## src/rtl/muldiv_if.sv

```systemverilog
// Start/busy/done handshake bundle between the EX stage and the mul/div unit.
interface muldiv_if #(
    parameter int WIDTH = 32
);
    logic             start;
    logic [2:0]       op;
    logic [WIDTH-1:0] a;
    logic [WIDTH-1:0] b;
    logic             flush;
    logic             busy;
    logic             done;
    logic [WIDTH-1:0] result;
    logic [WIDTH-1:0] hi;
    logic [WIDTH-1:0] lo;

    modport master (
        output start, op, a, b, flush,
        input  busy, done, result, hi, lo
    );

    modport slave (
        input  start, op, a, b, flush,
        output busy, done, result, hi, lo
    );
endinterface

```

## src/rtl/muldiv_unit.sv

```systemverilog
// Iterative multiply / restoring radix-2 divide unit owning the architectural HI/LO pair.
// Operands are captured at acceptance; the multiplier result is taken in the last MUL cycle.
module muldiv_unit #(
    parameter int WIDTH       = 32,
    parameter int MUL_LATENCY = 3
) (
    input  logic    clk_i,
    input  logic    rst_i,
    muldiv_if.slave bus
);

    localparam int CNT_MAX = (WIDTH > MUL_LATENCY) ? WIDTH : MUL_LATENCY;
    localparam int CNT_W   = $clog2(CNT_MAX);

    localparam logic [2:0] OP_MULT  = 3'd0;
    localparam logic [2:0] OP_MULTU = 3'd1;
    localparam logic [2:0] OP_DIV   = 3'd2;
    localparam logic [2:0] OP_DIVU  = 3'd3;
    localparam logic [2:0] OP_MUL   = 3'd4;
    localparam logic [2:0] OP_MTHI  = 3'd5;
    localparam logic [2:0] OP_MTLO  = 3'd6;

    // IDLE: ready | MUL: latency countdown | DIV_PRE: magnitudes | DIV_ITER: one bit/cycle | DIV_POST: signs
    typedef enum logic [2:0] {
        S_IDLE,
        S_MUL,
        S_DIV_PRE,
        S_DIV_ITER,
        S_DIV_POST
    } state_e;

    state_e             state_q, state_d;
    logic [2:0]         op_q;
    logic [WIDTH-1:0]   a_q, b_q;
    logic [CNT_W-1:0]   cnt_q;
    logic [WIDTH-1:0]   rem_q, quo_q, dvs_q;
    logic               busy_q, busy_d;
    logic               done_q, done_d;
    logic [WIDTH-1:0]   result_q, result_d;
    logic [WIDTH-1:0]   hi_q, hi_d;
    logic [WIDTH-1:0]   lo_q, lo_d;

    logic               accept;
    logic               is_mul_op, is_div_op;
    logic               sgn_op, a_neg, b_neg, b_zero, cnt_zero;
    logic [WIDTH-1:0]   a_mag, b_mag;
    logic [2*WIDTH-1:0] prod_mag, prod;
    logic [WIDTH:0]     shifted, diff;
    logic               fits;
    logic [WIDTH-1:0]   quo_fin, rem_fin;

    assign accept    = (state_q == S_IDLE) && bus.start && !bus.flush;
    assign is_mul_op = (bus.op == OP_MULT) || (bus.op == OP_MULTU) || (bus.op == OP_MUL);
    assign is_div_op = (bus.op == OP_DIV) || (bus.op == OP_DIVU);

    assign sgn_op   = (op_q == OP_MULT) || (op_q == OP_DIV);
    assign a_neg    = sgn_op & a_q[WIDTH-1];
    assign b_neg    = sgn_op & b_q[WIDTH-1];
    assign a_mag    = a_neg ? -a_q : a_q;
    assign b_mag    = b_neg ? -b_q : b_q;
    assign b_zero   = (b_q == '0);
    assign cnt_zero = (cnt_q == '0);

    assign prod_mag = {{WIDTH{1'b0}}, a_mag} * {{WIDTH{1'b0}}, b_mag};
    assign prod     = (a_neg ^ b_neg) ? -prod_mag : prod_mag;

    // Borrow out of the trial subtraction means the divisor did not fit.
    assign shifted = {rem_q, quo_q[WIDTH-1]};
    assign diff    = shifted - {1'b0, dvs_q};
    assign fits    = !diff[WIDTH];

    assign quo_fin = (a_neg ^ b_neg) ? -quo_q : quo_q;
    assign rem_fin = a_neg ? -rem_q : rem_q;

    always_ff @(posedge clk_i) begin
        if (rst_i) begin
            state_q <= S_IDLE;
        end else begin
            state_q <= state_d;
        end
    end

    always_comb begin
        state_d = state_q;
        case (state_q)
            S_IDLE: begin
                if (accept && is_mul_op) begin
                    state_d = S_MUL;
                end else if (accept && is_div_op) begin
                    state_d = S_DIV_PRE;
                end
            end
            S_MUL: begin
                if (bus.flush || cnt_zero) begin
                    state_d = S_IDLE;
                end
            end
            S_DIV_PRE: begin
                state_d = bus.flush ? S_IDLE : S_DIV_ITER;
            end
            S_DIV_ITER: begin
                if (bus.flush) begin
                    state_d = S_IDLE;
                end else if (cnt_zero) begin
                    state_d = S_DIV_POST;
                end
            end
            S_DIV_POST: begin
                state_d = S_IDLE;
            end
            default: begin
                state_d = S_IDLE;
            end
        endcase
    end

    always_comb begin
        busy_d   = 1'b0;
        done_d   = 1'b0;
        result_d = '0;
        hi_d     = hi_q;
        lo_d     = lo_q;
        case (state_q)
            S_IDLE: begin
                if (accept && (bus.op == OP_MTHI)) hi_d = bus.a;
                if (accept && (bus.op == OP_MTLO)) lo_d = bus.a;
            end
            S_MUL: begin
                if (!bus.flush && cnt_zero) begin
                    done_d = 1'b1;
                    if (op_q == OP_MUL) begin
                        result_d = prod[WIDTH-1:0];
                    end else begin
                        {hi_d, lo_d} = prod;
                    end
                end
            end
            S_DIV_POST: begin
                if (!bus.flush) begin
                    done_d = 1'b1;
                    if (b_zero) begin
                        hi_d = a_q;
                        lo_d = '1;
                    end else begin
                        hi_d = rem_fin;
                        lo_d = quo_fin;
                    end
                end
            end
            default: begin
            end
        endcase
        // Busy appears from the second in-flight cycle and drops with the done edge.
        busy_d = (state_q != S_IDLE) && (state_d != S_IDLE);
    end

    always_ff @(posedge clk_i) begin
        if (rst_i) begin
            op_q     <= '0;
            a_q      <= '0;
            b_q      <= '0;
            cnt_q    <= '0;
            rem_q    <= '0;
            quo_q    <= '0;
            dvs_q    <= '0;
            busy_q   <= 1'b0;
            done_q   <= 1'b0;
            result_q <= '0;
            hi_q     <= '0;
            lo_q     <= '0;
        end else begin
            busy_q   <= busy_d;
            done_q   <= done_d;
            result_q <= result_d;
            hi_q     <= hi_d;
            lo_q     <= lo_d;
            if (accept) begin
                op_q  <= bus.op;
                a_q   <= bus.a;
                b_q   <= bus.b;
                cnt_q <= CNT_W'(MUL_LATENCY - 1);
            end
            case (state_q)
                S_MUL: begin
                    cnt_q <= cnt_q - CNT_W'(1);
                end
                S_DIV_PRE: begin
                    rem_q <= '0;
                    quo_q <= a_mag;
                    dvs_q <= b_mag;
                    cnt_q <= CNT_W'(WIDTH - 1);
                end
                S_DIV_ITER: begin
                    rem_q <= fits ? diff[WIDTH-1:0] : shifted[WIDTH-1:0];
                    quo_q <= {quo_q[WIDTH-2:0], fits};
                    cnt_q <= cnt_q - CNT_W'(1);
                end
                default: begin
                end
            endcase
        end
    end

    assign bus.busy   = busy_q;
    assign bus.done   = done_q;
    assign bus.result = result_q;
    assign bus.hi     = hi_q;
    assign bus.lo     = lo_q;

endmodule
```

## src/flat_wrapper.sv

```systemverilog
// flat-port wrapper written by rule: the top's interface ports become plain ports
module muldiv_unit_flat 
#(
    parameter int WIDTH       = 32,
    parameter int MUL_LATENCY = 3
)
  (clk_i, rst_i, bus_start, bus_op, bus_a, bus_b, bus_flush, bus_busy, bus_done, bus_result, bus_hi, bus_lo);
  muldiv_if #(.WIDTH(WIDTH)) bus_i ();
  input  logic clk_i;
  input  logic rst_i;
  input wire logic [$bits(bus_i.start)-1:0] bus_start;
  input wire logic [$bits(bus_i.op)-1:0] bus_op;
  input wire logic [$bits(bus_i.a)-1:0] bus_a;
  input wire logic [$bits(bus_i.b)-1:0] bus_b;
  input wire logic [$bits(bus_i.flush)-1:0] bus_flush;
  output wire logic [$bits(bus_i.busy)-1:0] bus_busy;
  output wire logic [$bits(bus_i.done)-1:0] bus_done;
  output wire logic [$bits(bus_i.result)-1:0] bus_result;
  output wire logic [$bits(bus_i.hi)-1:0] bus_hi;
  output wire logic [$bits(bus_i.lo)-1:0] bus_lo;
  assign bus_i.start = bus_start;
  assign bus_i.op = bus_op;
  assign bus_i.a = bus_a;
  assign bus_i.b = bus_b;
  assign bus_i.flush = bus_flush;
  assign bus_busy = bus_i.busy;
  assign bus_done = bus_i.done;
  assign bus_result = bus_i.result;
  assign bus_hi = bus_i.hi;
  assign bus_lo = bus_i.lo;
  muldiv_unit #(.WIDTH(WIDTH), .MUL_LATENCY(MUL_LATENCY)) u_core (.clk_i(clk_i), .rst_i(rst_i), .bus(bus_i));
endmodule
```

## config.mk

```make
export PLATFORM = sky130hd
export DESIGN_NAME = muldiv_unit_flat
export DESIGN_NICKNAME = d
export VERILOG_FILES = /design/src/rtl/muldiv_if.sv /design/src/rtl/muldiv_unit.sv /design/src/flat_wrapper.sv
export SDC_FILE = /design/constraint.sdc
export NUM_CORES = 2
export LEC_CHECK = 0
export ABC_AREA = 1
export ABC_CLOCK_PERIOD_IN_PS = 21600
export BUFFER_PORTS_ARGS = -buffer_cell sky130_fd_sc_hd__buf_2
export CAP_MARGIN = 20
export CORE_MARGIN = 2
export CORE_UTILIZATION = 30
export DETAILED_ROUTE_END_ITERATION = 10
export GPL_ROUTABILITY_DRIVEN = 0
export GPL_TIMING_DRIVEN = 0
export PLACE_DENSITY = 0.47
export SYNTH_ARGS = -nofsm -noshare
export SYNTH_HDL_FRONTEND = slang
export SYNTH_SLANG_ARGS = --single-unit
```

## constraint.sdc

```tcl
create_clock -name clk_i -period 21.6 [get_ports clk_i]
set_clock_uncertainty 0.1 [all_clocks]
set_input_delay 3.24 -clock clk_i [delete_from_list [all_inputs] [get_ports clk_i]]
set_output_delay 3.24 -clock clk_i [all_outputs]
set_load 0.02 [all_outputs]
```

==> results.json <==
{
  "ys_types": 60,
  "worst_slack_ns": 8.589,
  "grt_pass1_wl_um": 362100,
  "r2r_end": "u_core.bus.hi[20]$_SDFFE_PP0P_",
  "hold_violations": 0,
  "async_flop_share": 0,
  "syn_to_final_growth_pct": 10.12,
  "min_period_over_period": 0.6023,
  "dieArea_mm2": 0.1792,
  "critPathLaunchType": "flop",
  "drtIter0Drc": 5462,
  "cts.sinks": 269,
  "p_leak_nw": 29.64,
  "post_cts_buffers": 0,
  "grt_setup_unrepaired": "false",
  "first_global_vias": 50350,
  "antenna_found_initial": 9,
  "min_from": "u_core.op_q[2]$_SDFFE_PP0P_",
  "drt_pass1_iterations": 6,
  "via_per_inst": 5.084,
  "crit_arrival_ns": 13.44,
  "synth_area_mm2": 0.05274,
  "synth_edf_count": 0,
  "cts_resized": 0,
  "holdBufCountCts": 0,
  "crit_type": "flop to flop",
  "cp_num_buf_inv": 12,
  "max_freq_mhz": 76.86,
  "synth_nets": 8727,
  "power.total_mw": 9.582,
  "fin_crit_ns": 13.01,
  "grt_max_degree": 18,
  "yosys_warnings": 0,
  "post_drt_wl_per_cell_um": 25.30,
  "hold_depth": 2,
  "setup_tns_ns": 0,
  "max_slew_margin": 0.09022,
  "cellPowerDensity_mw_per_mm2": 165.0,
  "clockRootBuffer": "clkbuf_16",
  "status": "complete, no violations",
  "io_buffers": 167,
  "r2r-start": "u_core.b_q[0]$_SDFFE_PP0P_",
  "ys_seq_elements": 269,
  "syn_inst": 7457,
  "ant_nets": 0,
  "hold_class": "flop to flop",
  "reg2reg_depth": 46,
  "htreeDepth": 1,
  "synth_seq_area_share": 0.1021,
  "clkLatencyLatePin_ns": 0.60,
  "syn_avg_cell_area_um2": 7.073,
  "place_area_mm2": 0.05705,
  "cp_top_family": "adder cells",
  "cts_tree": "yes",
  "start_util": 0.3028,
  "finalWirelength_um": 254100,
  "crit_required_ns": 22.03,
  "dp_hpwl_um": 216900,
  "synth_top_area_share": 0.3405,
  "stdcell_area_mm2": 0.05808,
  "synth.area.top_cells": "fa_1, nand2_1, inv_1, dfxtp_1, ha_1",
  "cp_slowest_cell": "fa_1",
  "fp.dieH_um": 423.3,
  "coreArea_mm2": 0.1742,
  "yosysTopAreaCell": "fa_1",
  "clk_pin_slew_worst_paths_ns": 0.07,
  "chipWidth_um": 423.3,
  "drive_above_1_share": 0.05251,
  "ios": 169,
  "numCtsBuffers": 28,
  "drv_slew": 0,
  "r2r_slack_ns": 8.59,
  "tightestPinTransition_ns": 1.365,
  "path_max_fanout": 10,
  "grt_overflow": 0,
  "cp_num_cells": 46,
  "fp-row-count": 153,
  "synth_flop_cell": "dfxtp_1",
  "endpoint_kind": "flop",
  "whs_endpoint": "u_core.op_q[2]$_SDFFE_PP0P_",
  "final_nets": 8963,
  "vias": 51060,
  "drc": 0,
  "post-place-ws_ns": 8.823,
  "peakVddDrop_mv": 0.1817,
  "grt_usage": 0.2805,
  "clk_path_buf_depth": 3,
  "finalSetupViolations": 0,
  "drv_cap": 0,
  "max_stage_delay_ns": 0.68
}
metrics by stage:
| step | hold WS (ns) | cells | util |
|---|---|---|---|
| after floorplan | 0.3445 | 7457 | - |
| after global placement | 0.3610 | 9949 | 0.3243 |
| after detailed placement | 0.3643 | 9982 | 0.3275 |
| after CTS | 0.3746 | 10030 | 0.3328 |
| after global routing | 0.4063 | 10040 | 0.3333 |
| final | 0.3754 | 10040 | 0.3334 |
placed cells by master, fill, tap and decap left out, drive strengths merged, types with 45 or more instances in the layout:
| cell type | instances |
|---|---|
| nand4 | 45 |
| buf | 257 |
| o211ai | 51 |
| o21ai | 291 |
| nand2 | 1801 |
| a31oi | 57 |
| ha | 302 |
| dfxtp | 269 |
| nor2 | 901 |
| nand3 | 255 |
| nor3 | 55 |
| a21oi | 289 |
| inv | 1674 |
| xor2 | 101 |
| fa | 897 |
| clkbuf | 282 |
cell families (layout without fill, tap and decap cells):
| kind of cell | count (synthesis) | in the layout | synth area share |
|---|---|---|---|
| other | 0 | 5 | 0 |
| adders and majority gates | 1199 | 1199 | 0.4121 |
| and+or+nand+nor | 3121 | 3121 | 0.2405 |
| DFF | 269 | 269 | 0.1021 |
| xor gates and xnor gates | 141 | 141 | 0.02413 |
| buffers and inverters | 1979 | 2235 | 0.1424 |
| AOI/OAI and AO/OA | 748 | 748 | 0.07876 |
flip-flops by register name (all words and copies together) (netlist names):
register	cells
u_core.b_q	32
u_core.a_q	32
u_core.rem_q	32
u_core.op_q	3
u_core.dvs_q	32
u_core.state_q	3
u_core.cnt_q	5
u_core.quo_q	32
u_core.bus.busy	1
u_core.bus.done	1
u_core.bus.hi	32
u_core.bus.lo	32
u_core.bus.result	32
worst register-to-register path: cells and delay by family, from the launching register on:
family	cells	cell delay, ns
buf+inv	12	2.81
compound gates	1	0.18
xor+xnor	1	0.59
fa+ha+maj	10	5.06
simple gates	22	3.71
flops	1	0.48
report_power, final:
part / internal, mW / switching [mW] / leakage (nW)
Sequential: 0.519 / 0.0262 / 2.19
Clock: 0.273 / 0.242 / 0.453
Combinational: 2.45 / 6.07 / 27.0
Total: 3.24 / 6.34 / 29.6
worst max-delay path by stage:
stage	from	endpoint	slack (ns)
2_1_floorplan	u_core.a_q[0]$_SDFFE_PP0P_	u_core.bus.hi[18]$_SDFFE_PP0P_	12.70
3_3_place_gp	u_core.b_q[0]$_SDFFE_PP0P_	u_core.bus.hi[20]$_SDFFE_PP0P_	8.25
3_5_place_dp	u_core.b_q[0]$_SDFFE_PP0P_	u_core.bus.hi[18]$_SDFFE_PP0P_	8.82
4_1_cts	u_core.b_q[0]$_SDFFE_PP0P_	u_core.bus.hi[18]$_SDFFE_PP0P_	8.74
5_1_grt	u_core.b_q[0]$_SDFFE_PP0P_	u_core.bus.hi[20]$_SDFFE_PP0P_	8.00
6_report	u_core.b_q[0]$_SDFFE_PP0P_	u_core.bus.hi[20]$_SDFFE_PP0P_	8.59
Yosys cell counts (12+ instances only):
master,count
nand2_1,1789
inv_1,1656
fa_1,897
nor2_1,871
ha_1,302
a21oi_1,287
o21ai_0,277
dfxtp_1,269
nand3_1,245
clkbuf_1,244
xor2_1,97
a31oi_1,57
o211ai_1,51
nor3_1,49
nand4_1,44
xnor2_1,39
buf_2,34
nand3b_1,18
nor2_2,18
nor4_1,17
or2_2,17
inv_2,16
o21bai_1,15
clkinv_1,12
nor2_4,12
final cells by class:
class	count	area (um2)
clock buffer	38	789.5
antenna	5	12.51
clock inverter	12	136.4
fill	19190	116100
sequential	269	5385
tap	2325	2909
timing repair buffer	206	1436
inverter	1684	6321
multi-input combinational	5209	39900
buffer	295	1187
routing by layer:
layer | track usage | vias to the layer above | share of wire | routed length [um]
met1 | 0.3753 | 25330 | 0.41 | 104400
met2 | 0.4276 | 2529 | 0.43 | 109100
met3 | 0.07220 | 501 | 0.10 | 26600
met5 | 0 | - | 0.00033 | 83
met4 | 0.1179 | 14 | 0.054 | 13850
li1 | - | 22690 | - | -
Power figures use the tool's default switching activity.
